[config.mk]
export PLATFORM = sky130hd
export DESIGN_NAME = mux4_rr_arbiter_flat
export DESIGN_NICKNAME = d
export VERILOG_FILES = /design/src/rtl/mux4_rr_arbiter_pkg.sv /design/src/rtl/mux4_rr_arbiter_if.sv /design/src/rtl/mux4_rr_arbiter_rr_pick.sv /design/src/rtl/mux4_rr_arbiter.sv /design/src/flat_wrapper.sv
export SDC_FILE = /design/constraint.sdc
export NUM_CORES = 1
export LEC_CHECK = 0
export ABC_AREA = 1
export CORE_MARGIN = 1
export CORE_UTILIZATION = 40
export DETAILED_ROUTE_END_ITERATION = 16
export GPL_ROUTABILITY_DRIVEN = 0
export MAX_ROUTING_LAYER = met4
export PLACE_DENSITY = 0.76
export SLEW_MARGIN = 25
export SYNTH_ARGS = -nofsm -noshare
export SYNTH_HDL_FRONTEND = slang
export SYNTH_HIERARCHICAL = 1
export SYNTH_SLANG_ARGS = --single-unit
[constraint.sdc]
create_clock -name clk -period 1.8 [get_ports clk]
set_input_delay 0.36 -clock clk [delete_from_list [all_inputs] [get_ports clk]]
set_output_delay 0.36 -clock clk [all_outputs]
set_load 0.02 [all_outputs]
[src/rtl/mux4_rr_arbiter_pkg.sv]
// Shared types and constants for the mux4_rr_arbiter block.
// Optional feature macro used by the block: ARB_TIMEOUT_EN (grant hold limit).
package mux_arb_pkg;

  localparam int unsigned NUM_REQ = 4;
  localparam int unsigned SEL_W   = 2;

  localparam logic [SEL_W-1:0] SEL_A = 2'd0;
  localparam logic [SEL_W-1:0] SEL_B = 2'd1;
  localparam logic [SEL_W-1:0] SEL_C = 2'd2;
  localparam logic [SEL_W-1:0] SEL_D = 2'd3;

  typedef enum logic {
    IDLE  = 1'b0,
    GRANT = 1'b1
  } state_t;

  // One-hot grant vector for a requester index.
  function automatic logic [NUM_REQ-1:0] onehot(input logic [SEL_W-1:0] idx);
    return NUM_REQ'(1) << idx;
  endfunction

endpackage

[src/rtl/mux4_rr_arbiter_if.sv]
// Requester/consumer bundle of the shared mux arbiter.
// The arbiter uses the slave modport; the producer/consumer side uses master.
interface mux4_rr_arbiter_if
  import mux_arb_pkg::*;
#(
  parameter int unsigned WIDTH = 4
) ();

  logic [NUM_REQ-1:0] req;
  logic [NUM_REQ-1:0] last;
  logic [WIDTH-1:0]   data_a;
  logic [WIDTH-1:0]   data_b;
  logic [WIDTH-1:0]   data_c;
  logic [WIDTH-1:0]   data_d;
  logic               out_ready;
  logic               out_valid;
  logic [WIDTH-1:0]   out_data;
  logic [SEL_W-1:0]   select;
  logic               enable;
  logic [NUM_REQ-1:0] grant;
  logic               busy;
  logic               timeout;

  modport slave (
    input  req, last, data_a, data_b, data_c, data_d, out_ready,
    output out_valid, out_data, select, enable, grant, busy, timeout
  );

  modport master (
    output req, last, data_a, data_b, data_c, data_d, out_ready,
    input  out_valid, out_data, select, enable, grant, busy, timeout
  );

endinterface

[src/rtl/mux4_rr_arbiter_rr_pick.sv]
// Rotating-priority picker: first set request starting at ptr, wrapping mod 4.
module rr_pick
  import mux_arb_pkg::*;
(
  input  logic [NUM_REQ-1:0] req,
  input  logic [SEL_W-1:0]   ptr,
  output logic [SEL_W-1:0]   idx,
  output logic               found
);

  // Scan from the farthest offset down so the nearest requester to ptr wins.
  always_comb begin
    logic [SEL_W-1:0] cand;
    idx   = '0;
    found = 1'b0;
    cand  = '0;
    for (int k = NUM_REQ - 1; k >= 0; k--) begin
      cand = ptr + SEL_W'(k);
      if (req[cand]) begin
        idx   = cand;
        found = 1'b1;
      end
    end
  end

endmodule

[src/rtl/mux4_rr_arbiter.sv]
// Round-robin owner of a shared 4:1 mux with burst hold and valid/ready output.
// Define ARB_TIMEOUT_EN to bound each grant to MAX_HOLD cycles (timeout pulse).
module mux4_rr_arbiter
  import mux_arb_pkg::*;
#(
  parameter int unsigned WIDTH    = 4,
  parameter int unsigned MAX_HOLD = 15
) (
  input  logic              clk,
  input  logic              reset,
  mux4_rr_arbiter_if.slave  bus
);

  state_t             state, state_next;
  logic [SEL_W-1:0]   ptr, ptr_next;
  logic [SEL_W-1:0]   select_q, select_next;
  logic               enable_q, enable_next;
  logic [NUM_REQ-1:0] grant_q, grant_next;
  logic               busy_q, busy_next;
  logic               timeout_q, timeout_next;

  logic [SEL_W-1:0]   pick_idx;
  logic               pick_found;
  logic               owner_req;
  logic               owner_done;
  logic               hold_limit;

  rr_pick u_pick (
    .req   (bus.req),
    .ptr   (ptr),
    .idx   (pick_idx),
    .found (pick_found)
  );

  // Owner finishes on a last-beat transfer or by withdrawing its request.
  assign owner_req  = bus.req[select_q];
  assign owner_done = !owner_req || (bus.out_ready && bus.last[select_q]);

`ifdef ARB_TIMEOUT_EN
  localparam int unsigned HOLD_W = 8;
  logic [HOLD_W-1:0] hold_cnt, hold_next;

  // Limit is hit on the edge that would bring the GRANT-cycle count to MAX_HOLD.
  assign hold_limit = (hold_cnt == HOLD_W'(MAX_HOLD - 1));

  // Grant hold counter.
  always_ff @(posedge clk or posedge reset) begin
    if (reset) hold_cnt <= '0;
    else       hold_cnt <= hold_next;
  end
`else
  // No hold bound: MAX_HOLD is irrelevant and the limit never fires.
  assign hold_limit = (MAX_HOLD == 0) & 1'b0;
`endif

  // State and registered control outputs.
  always_ff @(posedge clk or posedge reset) begin
    if (reset) begin
      state     <= IDLE;
      ptr       <= SEL_A;
      select_q  <= SEL_A;
      enable_q  <= 1'b0;
      grant_q   <= '0;
      busy_q    <= 1'b0;
      timeout_q <= 1'b0;
    end else begin
      state     <= state_next;
      ptr       <= ptr_next;
      select_q  <= select_next;
      enable_q  <= enable_next;
      grant_q   <= grant_next;
      busy_q    <= busy_next;
      timeout_q <= timeout_next;
    end
  end

  // Next-state: grant from IDLE by rotating priority, release from GRANT.
  always_comb begin
    state_next   = state;
    ptr_next     = ptr;
    select_next  = select_q;
    enable_next  = enable_q;
    grant_next   = grant_q;
    busy_next    = busy_q;
    timeout_next = 1'b0;
`ifdef ARB_TIMEOUT_EN
    hold_next    = hold_cnt;
`endif
    case (state)
      IDLE: begin
        if (pick_found) begin
          state_next  = GRANT;
          select_next = pick_idx;
          grant_next  = onehot(pick_idx);
          enable_next = 1'b1;
          busy_next   = 1'b1;
`ifdef ARB_TIMEOUT_EN
          hold_next   = '0;
`endif
        end
      end
      GRANT: begin
`ifdef ARB_TIMEOUT_EN
        hold_next = hold_cnt + HOLD_W'(1);
`endif
        if (owner_done || hold_limit) begin
          state_next   = IDLE;
          ptr_next     = select_q + SEL_W'(1);
          grant_next   = '0;
          enable_next  = 1'b0;
          busy_next    = 1'b0;
          timeout_next = !owner_done;
        end
      end
      default: state_next = IDLE;
    endcase
  end

  // Output mux: data path follows the registered select while enabled.
  always_comb begin
    bus.out_valid = 1'b0;
    bus.out_data  = '0;
    if (enable_q) begin
      bus.out_valid = owner_req;
      case (select_q)
        SEL_A: bus.out_data = bus.data_a;
        SEL_B: bus.out_data = bus.data_b;
        SEL_C: bus.out_data = bus.data_c;
        SEL_D: bus.out_data = bus.data_d;
      endcase
    end
  end

  assign bus.select  = select_q;
  assign bus.enable  = enable_q;
  assign bus.grant   = grant_q;
  assign bus.busy    = busy_q;
  assign bus.timeout = timeout_q;

endmodule
[src/flat_wrapper.sv]
// flat-port wrapper written by rule: the top's interface ports become plain ports
module mux4_rr_arbiter_flat import mux_arb_pkg::*;
#(
  parameter int unsigned WIDTH    = 4,
  parameter int unsigned MAX_HOLD = 15
)
  (clk, reset, bus_req, bus_last, bus_data_a, bus_data_b, bus_data_c, bus_data_d, bus_out_ready, bus_out_valid, bus_out_data, bus_select, bus_enable, bus_grant, bus_busy, bus_timeout);
  mux4_rr_arbiter_if #(.WIDTH(WIDTH)) bus_i ();
  input  logic clk;
  input  logic reset;
  input wire logic [$bits(bus_i.req)-1:0] bus_req;
  input wire logic [$bits(bus_i.last)-1:0] bus_last;
  input wire logic [$bits(bus_i.data_a)-1:0] bus_data_a;
  input wire logic [$bits(bus_i.data_b)-1:0] bus_data_b;
  input wire logic [$bits(bus_i.data_c)-1:0] bus_data_c;
  input wire logic [$bits(bus_i.data_d)-1:0] bus_data_d;
  input wire logic [$bits(bus_i.out_ready)-1:0] bus_out_ready;
  output wire logic [$bits(bus_i.out_valid)-1:0] bus_out_valid;
  output wire logic [$bits(bus_i.out_data)-1:0] bus_out_data;
  output wire logic [$bits(bus_i.select)-1:0] bus_select;
  output wire logic [$bits(bus_i.enable)-1:0] bus_enable;
  output wire logic [$bits(bus_i.grant)-1:0] bus_grant;
  output wire logic [$bits(bus_i.busy)-1:0] bus_busy;
  output wire logic [$bits(bus_i.timeout)-1:0] bus_timeout;
  assign bus_i.req = bus_req;
  assign bus_i.last = bus_last;
  assign bus_i.data_a = bus_data_a;
  assign bus_i.data_b = bus_data_b;
  assign bus_i.data_c = bus_data_c;
  assign bus_i.data_d = bus_data_d;
  assign bus_i.out_ready = bus_out_ready;
  assign bus_out_valid = bus_i.out_valid;
  assign bus_out_data = bus_i.out_data;
  assign bus_select = bus_i.select;
  assign bus_enable = bus_i.enable;
  assign bus_grant = bus_i.grant;
  assign bus_busy = bus_i.busy;
  assign bus_timeout = bus_i.timeout;
  mux4_rr_arbiter #(.WIDTH(WIDTH), .MAX_HOLD(MAX_HOLD)) u_core (.clk(clk), .reset(reset), .bus(bus_i));
endmodule
* Word-level counts from Yosys, hierarchy flattened
Index checks and enable logic that the tools add are counted.
** Operators by class
- Shifts and indexed selects :: 1
- $lt $le $gt $ge :: 5
- Bitwise operators :: 1
- Mux-type cells :: 34
- Reduce and logical (&&, ||, !) cells :: 8
- Add/sub/neg operators :: 4
- Equality and inequality tests :: 5
** Operators by type and width (count)
- two-way mux 1 bit :: 17
- case mux 4 bit (4 select lines) :: 1
- less-than comparator 2 x 3 -> 1 bit, second input constant :: 5
- binary-select mux 1 bit (select 2 bit) :: 6
- two-way mux 4 bit :: 3
- two-way mux 2 bit :: 4
- case mux 4 bit (2 select lines) :: 1
- AND reduction 2 bit :: 3
- adder 2 x 1 -> 2 bit, second input constant :: 2
- adder 2 bit, second input constant :: 2
- equality test 2 bit, second input constant :: 2
- case mux 1 bit (2 select lines) :: 2
- left shift 1 x 2 -> 4 bit, first input constant :: 1
- equality test 2 x 1 -> 1 bit, second input constant :: 1
- zero test 1 bit :: 2
- zero test 2 bit :: 1
- inequality test 2 x 1 -> 1 bit, second input constant :: 1
- inequality test 2 bit, second input constant :: 1
- logical AND 1 bit :: 1
- logical OR 1 bit :: 1
- NOT 1 bit :: 1
** Storage, ports and cells
- Bits in registers :: 11
- Logic and storage cells :: 64
- Input bits :: 27
- Output and inout bits :: 14

* Depth between registers and ports, before layout
- Depth in word-level cells :: 10
- Mapped depth :: 13
- Gate-level depth less buffers :: 12

* By module
The synthesis kept the hierarchy.
** Modules (own cells, without submodules)
- mux4_rr_arbiter :: area each 664.4 µm², instances 1, cells an instance 90, sequential area each 250.2 µm²
- rr_pick :: area each 215.2 µm², instances 1, cells an instance 44, sequential area each 0.0 µm²

* Worst setup path before layout
OpenSTA, ideal clock, no wires.
- Kind :: reg-to-output
- Start :: register u_core.select_q[0] (netlist: u_core/bus.select[0])
- End :: output bus_out_data[0]
- Path buffers :: 0
- Setup slack :: -0.044 ns
- Data arrival time :: 1.484 ns
- Data required time :: 1.440 ns
- Cell stages (with the launch flop) :: 6
- Path through :: dfrtp_1 > inv_2 > ha_1 > inv_1 > o21ai_0 > a31oi_1
** On the way
- Word-level cells in the longest chain between the ends :: 3
- Elaborated cells between the ends (all ways) :: 6
- Those cells by class :: eq/ne: 3; mux: 2; reduce/logical: 1
** Ends and longest elaborated chain
- start: declaration :: line mux4_rr_arbiter.sv:16 : logic [SEL_W-1:0] select_q, select_next;
- start signal: assignment :: line mux4_rr_arbiter.sv:69 : select_q <= select_next;
- equality test 2 bit (tied with other cells) :: line mux4_rr_arbiter.sv:125 : case (select_q)
- case mux 4 bit (4 select lines) * :: line mux4_rr_arbiter.sv:125
- two-way mux 4 bit * :: line mux4_rr_arbiter.sv:123 : if (enable_q) begin
- end: declaration :: line flat_wrapper.sv:19 : output wire logic [$bits(bus_i.out_data)-1:0] bus_out_data;
Mark *: on every way between the ends. The rest lies on a longest branch, timed or not.

* Worst setup path after layout
- Start :: register u_core.select_q[0] (netlist: u_core/bus.select[0])
- End :: output bus_out_data[3]
The elaborated chain is that of the path after synthesis.

==> impl_metrics.csv <==
group,metric,value,unit
status,status,"complete, no violations",
detailed_routing,vias,1105,
detailed_routing,drtIter0Drc,26,
placed_design,io_buffer_count,39,
clock_network,clk_latency,0.26,ns
clock_network,clk_pin_slew,0.07,ns
floorplanning,ioPinCount,41,
grt,gr-total-overflow,0,
placed_design,place_ws,-0.460,ns
clock_network,cts_hold_buffers,0,
clock_network,cts_made_buffers,3,
floorplanning,coreArea,2020,um2
floorplanning,die-area,2390,um2
yosys,synth_nets,165,
yosys,ys_async_sr_fraction,100,%
yosys,ys_ff_latch,10,
setup_path,reg2reg_slack,0.19,ns
placed_design,post-place-cells,213,
setup_path,r2r_end,"u_core/bus.select[1]$_DFFE_PP0P_",
floorplanning,die_w,48.9,um
timing,finalSetupViolCount,0,
timing,fin_skew,0.00199,ns
floorplanning,initial_utilization,43.5,%
yosys,synth_edf_count,0,
finish,diodes,0,
finish,final_cells,218,
yosys,synthesis.instances,134,
yosys,synth_area,880,um2
grt,grt_use_total,23.9,%
floorplanning,rows,16,
grt,grt_max_degree,12,
clock_network,root_buffer,"clkbuf_4",
finish,layout-drive-gt1-share,32.5,%
yosys,ys_seq_area_share,28.4,%
detailed_routing,vias_per_cell,5.07,
setup_path,timing.rr.start,"u_core/ptr[0]$_DFFE_PP0P_",
detailed_routing,wire_per_inst,12.3,um
hold_path,hp-class,"input pin to asynchronous set/reset pin",
setup_path,r2r_cells,10,
flow_run,drv_cap,0,
detailed_routing,dr.pass1.iters,4,
setup_path,start_kind,"flop",
timing,period_needed,1.77,ns
yosys,ys_warn_count,6,
timing,fin_crit_sh,98.4,%
detailed_routing,drt_wl_total,2670,um
grt,grt_pass1_wl,4350,um
timing,finalWorstSetupSlack,0.0296,ns
clock_network,cts_tree,"done",
floorplanning,dieHeight,48.9,um
setup_path,crit_path_end_kind,"output pin",
clock_network,cts_buffer_depth,2,
clock_network,clkSinkCount,10,
timing,rsz0062_at_grt,"true",
grt,grt_pass1_vias,1042,
detailed_routing,drc_errors,0,
clock_network,htree_levels,1,
yosys,synth-main-ff-cell,"dfrtp_1",
timing,fin_setup_tns,0,ns
power,power_leakage,0.764,nW
setup_path,worstPathArrival,1.41,ns
detailed_routing,postRouteAntennaNets,0,
yosys,ys_types,22,
finish,syn_to_final_growth,74.5,%
timing,drv_slew,0,
timing,hold_viol,0,
setup_path,required,1.44,ns
grt,antenna_found_initial,0,
setup_path,critPathKind,"flop to output pin",
power,ir_worst_vdd,1.12,mV
power,cellPowerDensity,1730,nW/um2
timing,max_freq,0.565,GHz
placed_design,dp_hpwl,2000,um
yosys,postSynthAreaPerCell,6.56,um2
finish,fin_nets,223,
setup_path,cp_max_fo,4,
[cell usage after synthesis (2+ instances only)]
library cell  count  area, um2
nand2_1          42        158
nand3_1          19       95.1
inv_1            14       52.6
dfrtp_1          10        250
nand2_2           7       43.8
o21ai_0           6       30.0
inv_2             5       18.8
a21oi_1           4       20.0
a31oi_1           4       25.0
ha_1              4       50.1
nand3_2           3       30.0
nor2_1            3       11.3
o21ai_1           3       15.0
buf_4             2       15.0
[through the flow]
step | area (um2) | utilization (%) | hold slack [ns] | total power, mW
finish | 1540 | 75.9 | 0.377 | 2.66
floorplan | 905 | - | 0.200 | 1.59
detailed placement | 1420 | 70.4 | 0.495 | 2.29
global placement | 1420 | 70.4 | 0.492 | 2.23
CTS | 1460 | 72.0 | 0.383 | 2.46
global route | 1540 | 75.9 | 0.423 | 2.88
[state kept, by name, summed over array words and instances (netlist names)]
register and count:
u_core/bus.select 2, u_core/bus.grant 4, u_core/ptr 2, u_core/bus.busy 1, u_core/state 1
[final cells by class]
class	instances	area (um2)
Clock buffer	4	36.3
Inverter	20	77.6
Multi-Input combinational cell	101	626
Fill cell	161	487
Timing Repair Buffer	56	510
Tap cell	27	33.8
Sequential cell	10	251
[worst max-delay path by stage]
stage / depth (start not counted) / slack (ns) / start / to
floorplan: 5 / 0.04 / u_core/bus.select[0]$_DFFE_PP0P_ / bus_out_data[0]
global placement: 6 / -0.42 / bus_req[0] / bus_out_valid
detailed placement: 6 / -0.46 / bus_req[0] / bus_out_valid
CTS: 6 / 0.0006 / u_core/bus.select[0]$_DFFE_PP0P_ / bus_out_data[2]
global route: 6 / -0.07 / u_core/bus.select[0]$_DFFE_PP0P_ / bus_out_data[3]
finish: 6 / 0.03 / u_core/bus.select[0]$_DFFE_PP0P_ / bus_out_data[3]
[cell usage in the layout, fill, tap and decap left out, types with 2 or more instances in the layout]
master / instances
nand3_1: 19
a21oi_2: 3
buf_4: 21
dlymetal6s2s_1: 2
inv_2: 8
dfrtp_1: 9
clkbuf_4: 3
dlygate4sd2_1: 3
clkdlybuf4s50_1: 29
inv_1: 11
a31oi_2: 4
ha_4: 4
nand2_1: 41
o21ai_1: 6
o21ai_0: 3
nand3_2: 3
nand2_2: 8
nor2_1: 3
[metal layers]
metal / share of wire, % / track usage [%] / vias to the layer above
met3: 6.5 / 3.43 / 2
met2: 48 / 39.8 / 51
met5: 0 / - / -
li1: - / - / 548
met4: 0.30 / 7.35 / 0
met1: 45 / 29.8 / 504
[cells by family after synthesis]
group           count (synthesis)  synth area share, %
simple gates                   76                 40.7
buf+inv                        23                 11.8
compound gates                 20                 12.9
flops                          10                 28.4
fa+ha+maj                       4                 5.69
other cells                     1                0.426
[critical path, stage by stage, from the launching register on]
cell	delay [ns]
dfrtp_1	0.41
inv_2	0.12
ha_4	0.16
buf_6	0.12
a21oi_4	0.03
a31oi_2	0.15
buf_4	0.16
[report_power, final]
part | internal, mW | switching (mW) | leakage (nW)
registers | 0.324 | 0.125 | 0.124
logic | 0.877 | 1.13 | 0.619
clock network | 0.123 | 0.0746 | 0.0210
total | 1.32 | 1.33 | 0.764
[repair_timing]
action / CTS / global route
pin swaps: 0 / 2
resized for setup: 33 / 21
setup buffers: 0 / 1
setup endpoints to repair: 8 / 10
Note: power is estimated with default switching activity, not from simulation.
